$ cat src/rtl/mem_pkg.sv
// Shared state type and widths for the MEM-stage memory access controller.
package mem_pkg;
    localparam int ADDR_W   = 32;
    localparam int DATA_W   = 32;
    localparam int TO_CNT_W = 8;

    typedef enum logic [1:0] {
        IDLE = 2'd0,
        WAIT = 2'd1,
        DONE = 2'd2
    } memState_e;
endpackage

$ cat src/rtl/mem_rdbuf.sv
// Single-entry load buffer (word tag + data), only built with MEMCTRL_RDBUF_EN.
module mem_rdbuf
    import mem_pkg::*;
(
    input  logic              clk,
    input  logic              rst_n,
    input  logic [ADDR_W-3:0] lookupWord,
    output logic              hit,
    output logic [DATA_W-1:0] hitData,
    input  logic              readFill,
    input  logic              storeAck,
    input  logic [ADDR_W-3:0] ackWord,
    input  logic [DATA_W-1:0] readData,
    input  logic [DATA_W-1:0] storeData,
    input  logic              invalidate
);
    logic              valid;
    logic [ADDR_W-3:0] tag;
    logic [DATA_W-1:0] data;

    always_ff @(posedge clk or negedge rst_n) begin
        if (!rst_n) begin
            valid <= 1'b0;
            tag   <= '0;
            data  <= '0;
        end else if (invalidate) begin
            valid <= 1'b0;
        end else if (readFill) begin
            valid <= 1'b1;
            tag   <= ackWord;
            data  <= readData;
        end else if (storeAck && valid && (tag == ackWord)) begin
            data  <= storeData;
        end
    end

    assign hit     = valid && (tag == lookupWord);
    assign hitData = data;
endmodule

$ cat src/rtl/mem_access_ctrl.sv
// MEM-stage load/store bus controller with ack timeout. Optional read buffer: MEMCTRL_RDBUF_EN.
// IDLE: accept access | WAIT: bus_req held, await ack or timeout | DONE: release stall one cycle
module mem_access_ctrl
    import mem_pkg::*;
#(
    parameter int TIMEOUT_CYCLES = 255
) (
    input  logic              clk,
    input  logic              rst_n,
    input  logic              memreadM,
    input  logic              memwriteM,
    input  logic [ADDR_W-1:0] aluoutM,
    input  logic [DATA_W-1:0] writedataM,
    output logic [DATA_W-1:0] readdataM,
    output logic              memstallM,
    output logic              bus_req,
    output logic              bus_we,
    output logic [ADDR_W-1:0] bus_addr,
    output logic [DATA_W-1:0] bus_wdata,
    input  logic              bus_ack,
    input  logic [DATA_W-1:0] bus_rdata,
    output logic              bus_err,
    output logic              misalignM
);
    localparam logic [TO_CNT_W-1:0] TO_LAST = TO_CNT_W'(TIMEOUT_CYCLES - 1);

    memState_e           state, nextState;
    logic                weReg, busErrReg;
    logic [ADDR_W-1:0]   addrReg;
    logic [DATA_W-1:0]   wdataReg, dataReg;
    logic [TO_CNT_W-1:0] toCnt;
    logic                access, aligned, loadOnly, expire, ackInWait;
    logic                bufHit;
    logic [DATA_W-1:0]   bufData;

    assign access    = memreadM | memwriteM;
    assign aligned   = (aluoutM[1:0] == 2'b00);
    assign loadOnly  = memreadM & ~memwriteM;
    assign ackInWait = (state == WAIT) & bus_ack;
    assign expire    = (state == WAIT) & ~bus_ack & (toCnt == TO_LAST);

`ifdef MEMCTRL_RDBUF_EN
    mem_rdbuf uRdbuf (
        .clk        (clk),
        .rst_n      (rst_n),
        .lookupWord (aluoutM[ADDR_W-1:2]),
        .hit        (bufHit),
        .hitData    (bufData),
        .readFill   (ackInWait & ~weReg),
        .storeAck   (ackInWait & weReg),
        .ackWord    (addrReg[ADDR_W-1:2]),
        .readData   (bus_rdata),
        .storeData  (wdataReg),
        .invalidate (expire)
    );
`else
    assign bufHit  = 1'b0;
    assign bufData = '0;
`endif

    always_ff @(posedge clk or negedge rst_n) begin
        if (!rst_n) state <= IDLE;
        else        state <= nextState;
    end

    always_comb begin
        nextState = state;
        memstallM = 1'b0;
        bus_req   = 1'b0;
        misalignM = 1'b0;
        readdataM = dataReg;
        case (state)
            IDLE: begin
                if (access && !aligned) begin
                    // Gated so a misaligned request held through reset never pulses.
                    misalignM = rst_n;
                    readdataM = '0;
                end else if (loadOnly && bufHit) begin
                    readdataM = bufData;
                end else if (access) begin
                    memstallM = 1'b1;
                    nextState = WAIT;
                end
            end
            WAIT: begin
                bus_req   = 1'b1;
                memstallM = 1'b1;
                if (bus_ack || expire) nextState = DONE;
            end
            DONE:    nextState = IDLE;
            default: nextState = IDLE;
        endcase
    end

    always_ff @(posedge clk or negedge rst_n) begin
        if (!rst_n) begin
            weReg     <= 1'b0;
            addrReg   <= '0;
            wdataReg  <= '0;
            dataReg   <= '0;
            toCnt     <= '0;
            busErrReg <= 1'b0;
        end else begin
            busErrReg <= 1'b0;
            if (state == IDLE && nextState == WAIT) begin
                weReg    <= memwriteM;
                addrReg  <= aluoutM;
                wdataReg <= writedataM;
                toCnt    <= '0;
            end else if (state == WAIT) begin
                if (bus_ack) begin
                    if (!weReg) dataReg <= bus_rdata;
                end else if (expire) begin
                    busErrReg <= 1'b1;
                    dataReg   <= '0;
                end else begin
                    toCnt <= toCnt + TO_CNT_W'(1);
                end
            end
        end
    end

    assign bus_we    = bus_req & weReg;
    assign bus_addr  = addrReg;
    assign bus_wdata = wdataReg;
    assign bus_err   = busErrReg;
endmodule

$ cat config.mk
export PLATFORM = sky130hd
export DESIGN_NAME = mem_access_ctrl
export DESIGN_NICKNAME = d
export VERILOG_FILES = /design/src/rtl/mem_pkg.sv /design/src/rtl/mem_rdbuf.sv /design/src/rtl/mem_access_ctrl.sv
export SDC_FILE = /design/constraint.sdc
export NUM_CORES = 1
export LEC_CHECK = 0
export CAP_MARGIN = 10
export CORE_MARGIN = 4
export CORE_UTILIZATION = 46
export DETAILED_ROUTE_END_ITERATION = 10
export PLACE_DENSITY = 0.92
export SLEW_MARGIN = 20
export SYNTH_ARGS = -nofsm -noshare
export SYNTH_HDL_FRONTEND = slang
export SYNTH_SLANG_ARGS = --single-unit
$ cat constraint.sdc
create_clock -name clk -period 4.2 [get_ports clk]
set_input_delay 1.05 -clock clk [delete_from_list [all_inputs] [get_ports clk]]
set_output_delay 1.05 -clock clk [all_outputs]
set_load 0.005 [all_outputs]
# After elaboration in Yosys (flattened, before gate mapping)
# Index checks and enable logic that the tools add are counted.
[totals] word_cells=53 regBits=108
[op_classes] n_mux=23 bitwise_logic=6 add_sub_neg=1 eq_ne=6 n_reduce_logical=10
[ops] op="$mux W32" n=5
[ops] op="$mux W8" n=4
[ops] op="$mux W1" n=9
[ops] op="$add A8 B1 Y8 const B" n=1
[ops] op="$eq A8 B8 Y1 const B" n=1
[ops] op="$mux W2" n=3
[ops] op="$eq A2 B1 Y1 const B" n=2
[ops] op="$logic_not A2 Y1" n=2
[ops] op="$ne A2 B1 Y1 const B" n=2
[ops] op="$pmux W2 S2" n=1
[ops] op="$reduce_and A4 Y1" n=1
[ops] op="$reduce_bool A2 Y1" n=2
[ops] op="$and A1 B1 Y1" n=3
[ops] op="$reduce_and A3 Y1" n=1
[ops] op="$logic_and A1 B1 Y1" n=2
[ops] op="$ne A2 B2 Y1 const B" n=1
[ops] op="$not A1 Y1" n=2
[ops] op="$pmux W1 S2" n=1
[ops] op="$logic_not A1 Y1" n=1
[ops] op="$logic_or A1 B1 Y1" n=1
[ops] op="$or A1 B1 Y1" n=1

# Depth between registers and ports, before layout
[logic_depth] word_depth=10 ltp_mapped=7 ltp_nobuf=6

# Worst setup path after synthesis
# No wires, ideal clock.
[synth_timing] kind="input-to-output" start="input aluoutM[1]" end="output misalignM" stages=4 t_required_ns=3.150 arrival_time_ns=2.095 path_slack_ns=1.055 path_buffers=1 cell_sequence="nor2_2 nor4_1 clkbuf_1 and2_1"
[synth_between] elab_chain_cells=5
[synth_rtl] element="start, declared" line_no="mem_access_ctrl.sv:12" rtl="input logic [ADDR_W-1:0] aluoutM,"
[synth_rtl] element="$logic_not A2 Y1" line_no="mem_access_ctrl.sv:37" rtl="assign aligned = (aluoutM[1:0] == 2'b00);"
[synth_rtl] element="$logic_not A1 Y1" line_no="mem_access_ctrl.sv:74" rtl="if (access && !aligned) begin"
[synth_rtl] element="$logic_and A1 B1 Y1" line_no="mem_access_ctrl.sv:74"
[synth_rtl] element="$mux W1" line_no="mem_access_ctrl.sv:74"
[synth_rtl] element="$mux W1" line_no="mem_access_ctrl.sv:72" rtl="case (state)"
[synth_rtl] element="end, declared" line_no="mem_access_ctrl.sv:23" rtl="output logic misalignM"
# Every way passes these cells.

# Worst setup path in the final report
[layout_timing] start="input memwriteM" end="output misalignM"
[layout_between] elab_chain_cells=4
[layout_rtl] element="start, declared" line_no="mem_access_ctrl.sv:11" rtl="input logic memwriteM,"
[layout_rtl] element="$or A1 B1 Y1" line_no="mem_access_ctrl.sv:36" rtl="assign access = memreadM | memwriteM;"
[layout_rtl] element="$logic_and A1 B1 Y1" line_no="mem_access_ctrl.sv:74"
[layout_rtl] element="$mux W1" line_no="mem_access_ctrl.sv:74"
[layout_rtl] element="$mux W1" line_no="mem_access_ctrl.sv:72"
# Every way passes these cells.

==> results_dict.tcl <==
set metrics [dict create \
    worstSetupPathType "in -> out" \
    die_area_sq_mm 0.0120 \
    vdd.ir_drop.worst_mv 0.226 \
    port_buffers 201 \
    fmax_mhz 254 \
    synthCells 376 \
    routedWlPerCell_um 17.9 \
    clk_pin_slew_ns 0.10 \
    overflow 0 \
    cp-start-kind "input port" \
    whs_endpoint "dataReg[11]" \
    cts.htree.levels 3 \
    cts_buffers 9 \
    final_nets 674 \
    p_leak_nw 3.16 \
    vias 3632 \
    synthFlopType "dfrtp_1" \
    syn-num-nets 479 \
    yosys-top-cells-area "dfrtp_1 (57%), mux2_4 (16%), nand2_1 (5.5%), a22oi_1 (5.1%), nor2b_1 (4.4%)" \
    grt_pass1_vias 3806 \
    grt_pass1_wl_um 19500 \
    drt_iter0_drc 194 \
    clock-root-buffer "clkbuf_8" \
    dpl-instance-area_sq_mm 0.00685 \
    p_total_w 0.00326 \
    ys_ff_latch 108 \
    timing.hold.ws_ns 0.498 \
    dp_hpwl_um 9270 \
    synth_area_sq_mm 0.00475 \
    reg2reg_from "state[1]" \
    post-route-drc-count 0 \
    diodes 0 \
    status "finished clean" \
    r2r_end "bus_wdata[6]" \
    fp-row-count 36 \
    crit_required_ns 3.15 \
    crit_top_cell "clkdlybuf4s50_1" \
    drv_slew 0 \
    rsz0062_at_grt "no" \
    tightest_slew_ns 0.756 \
    io_pins 202 \
    synth_edf_count 0 \
    placeableCoreArea_sq_mm 0.00991 \
    place_ws_ns 0.298 \
    mostFrequentLayoutCell "clkdlybuf4s50_1" \
    hold_viol_final 0 \
    synth_largest_area_cell "dfrtp_1" \
    fp.dieH_um 110 \
    cts_num_sinks 108 \
    die_w_um 110 \
    yosysWarningCount 0 \
    slew_headroom 0.492 \
    grt_max_degree 86 \
    synthDistinctLibCells 30 \
    ctsResizeCount 0 \
    r2r_setup_slack_ns 2.12 \
    cp_max_fo 33 \
    cts_tree "yes" \
    yosysTopAreaCellShare 0.569 \
    drive_gt1_frac 0.156 \
    critPathArrivalTime_ns 2.88 \
    drt_wl_total_um 12700 \
    power_density_mw_per_mm2 461 \
    slowest_delay_ns 0.54 \
    hold_depth 2 \
    track_usage 0.208 \
    maxCapViolations 0 \
    postCtsSetupBuffers 0 \
    hold_class "reg -> reg" \
    post-route-cell-area_sq_mm 0.00708 \
    cp-end-kind "output pin" \
    syn_avg_cell_area_sq_um 12.6 \
    place_congestion 0.807 \
    ant_nets 0 \
    syn2layout_area_growth_pct 49.1 \
    viasPerCell 5.12 \
    min_period_ns 3.93 \
    path_cells "clkdlybuf4s50_1 -> nor2_1 -> nor4_2 -> buf_12 -> and2_1 -> clkdlybuf4s50_1" \
    mostFrequentLayoutCells "clkdlybuf4s50_1 (200), dfrtp_1 (108), nand2_1 (69), mux2_4 (49), nor2b_1 (33)" \
    setup_viol 0 \
    clk_path_buf_depth 2 \
    worstHoldStart "dataReg[11]" \
    multi_input_area_sq_mm 0.00191 \
    final.setup_skew_ns 0.0214 \
    fin_ws_ns 0.269 \
    final-seq-area_sq_mm 0.00270 \
    fill_cells 672 \
    setup_tns_ns 0 \
    first_pass_iters 6 \
    start_util 0.479 \
    yosysSeqAreaShare 0.569 \
    cts_hold_buffers 0 \
    rr_worst_depth 3 \
    antenna_found_initial 0 \
    clk_latency_ns 0.37 \
    slowest_stage "clkdlybuf4s50_1" \
    period_share 0.936 \
    synthArstFlopShare 1.00 \
]
-- power by group --
group / total (W) / internal, W / switching, W
Sequential: 0.00142 / 0.00127 / 0.000154
Combinational: 0.00121 / 0.000816 / 0.000393
Clock: 0.000630 / 0.000249 / 0.000382
Total: 0.00326 / 0.00233 / 0.000929
-- worst max path at each step --
stage	end	start	slack, ns	cells after the start
detailed placement	misalignM	aluoutM[0]	0.30	6
floorplan	misalignM	aluoutM[1]	1.05	4
finish	misalignM	memwriteM	0.27	6
CTS	misalignM	aluoutM[0]	0.27	6
global placement	misalignM	aluoutM[0]	0.31	6
global route	misalignM	memwriteM	0.18	6
-- synthesized netlist by cell type (3+ instances only) --
library cell and instances:
o211ai_1 3, nand3_1 5, nand2_1 69, a22oi_1 32
buf_6 6, o31ai_1 3, mux2_4 49, nor2b_1 33
inv_1 4, mux2_2 14, and2_1 5, dfrtp_1 108
clkbuf_1 13, o21ai_0 4, nor2_1 6
-- cell type report --
type | count | area share
Clock inverter | 6 | 0.00955
Sequential cell | 108 | 0.382
Clock buffer | 10 | 0.0194
Inverter | 4 | 0.00212
Timing Repair Buffer | 206 | 0.293
Tap cell | 133 | 0.0235
Multi-Input combinational cell | 242 | 0.270
-- registers in the layout, indices dropped and copies added (netlist names) --
register   count
bus_err        1
toCnt          8
weReg          1
dataReg       32
bus_addr      32
state          2
bus_wdata     32
-- routing by layer --
layer,GRT usage,vias to the layer above,share of wire
met4,0.0659,0,0.017
met2,0.357,147,0.51
met5,0,-,0
met3,0.0511,16,0.081
met1,0.260,1783,0.40
li1,-,1686,-
-- critical path: cells and delay by family --
kind          cells  cell delay, ns
buf+inv           3            1.27
simple gates      3            0.54
-- stage by stage --
stage	utilization	instances
global placement	0.691	692
finish	0.714	709
CTS	0.712	708
floorplan	-	376
global route	0.714	709
detailed placement	0.691	692
-- kinds of logic after synthesis --
family,synth area share
buffers and inverters,0.0306
adders and majority gates,0.00527
AOI/OAI and AO/OA,0.0693
DFF,0.569
and+or+nand+nor,0.133
muxes,0.192
No activity file was read; power rests on OpenSTA's default activity.
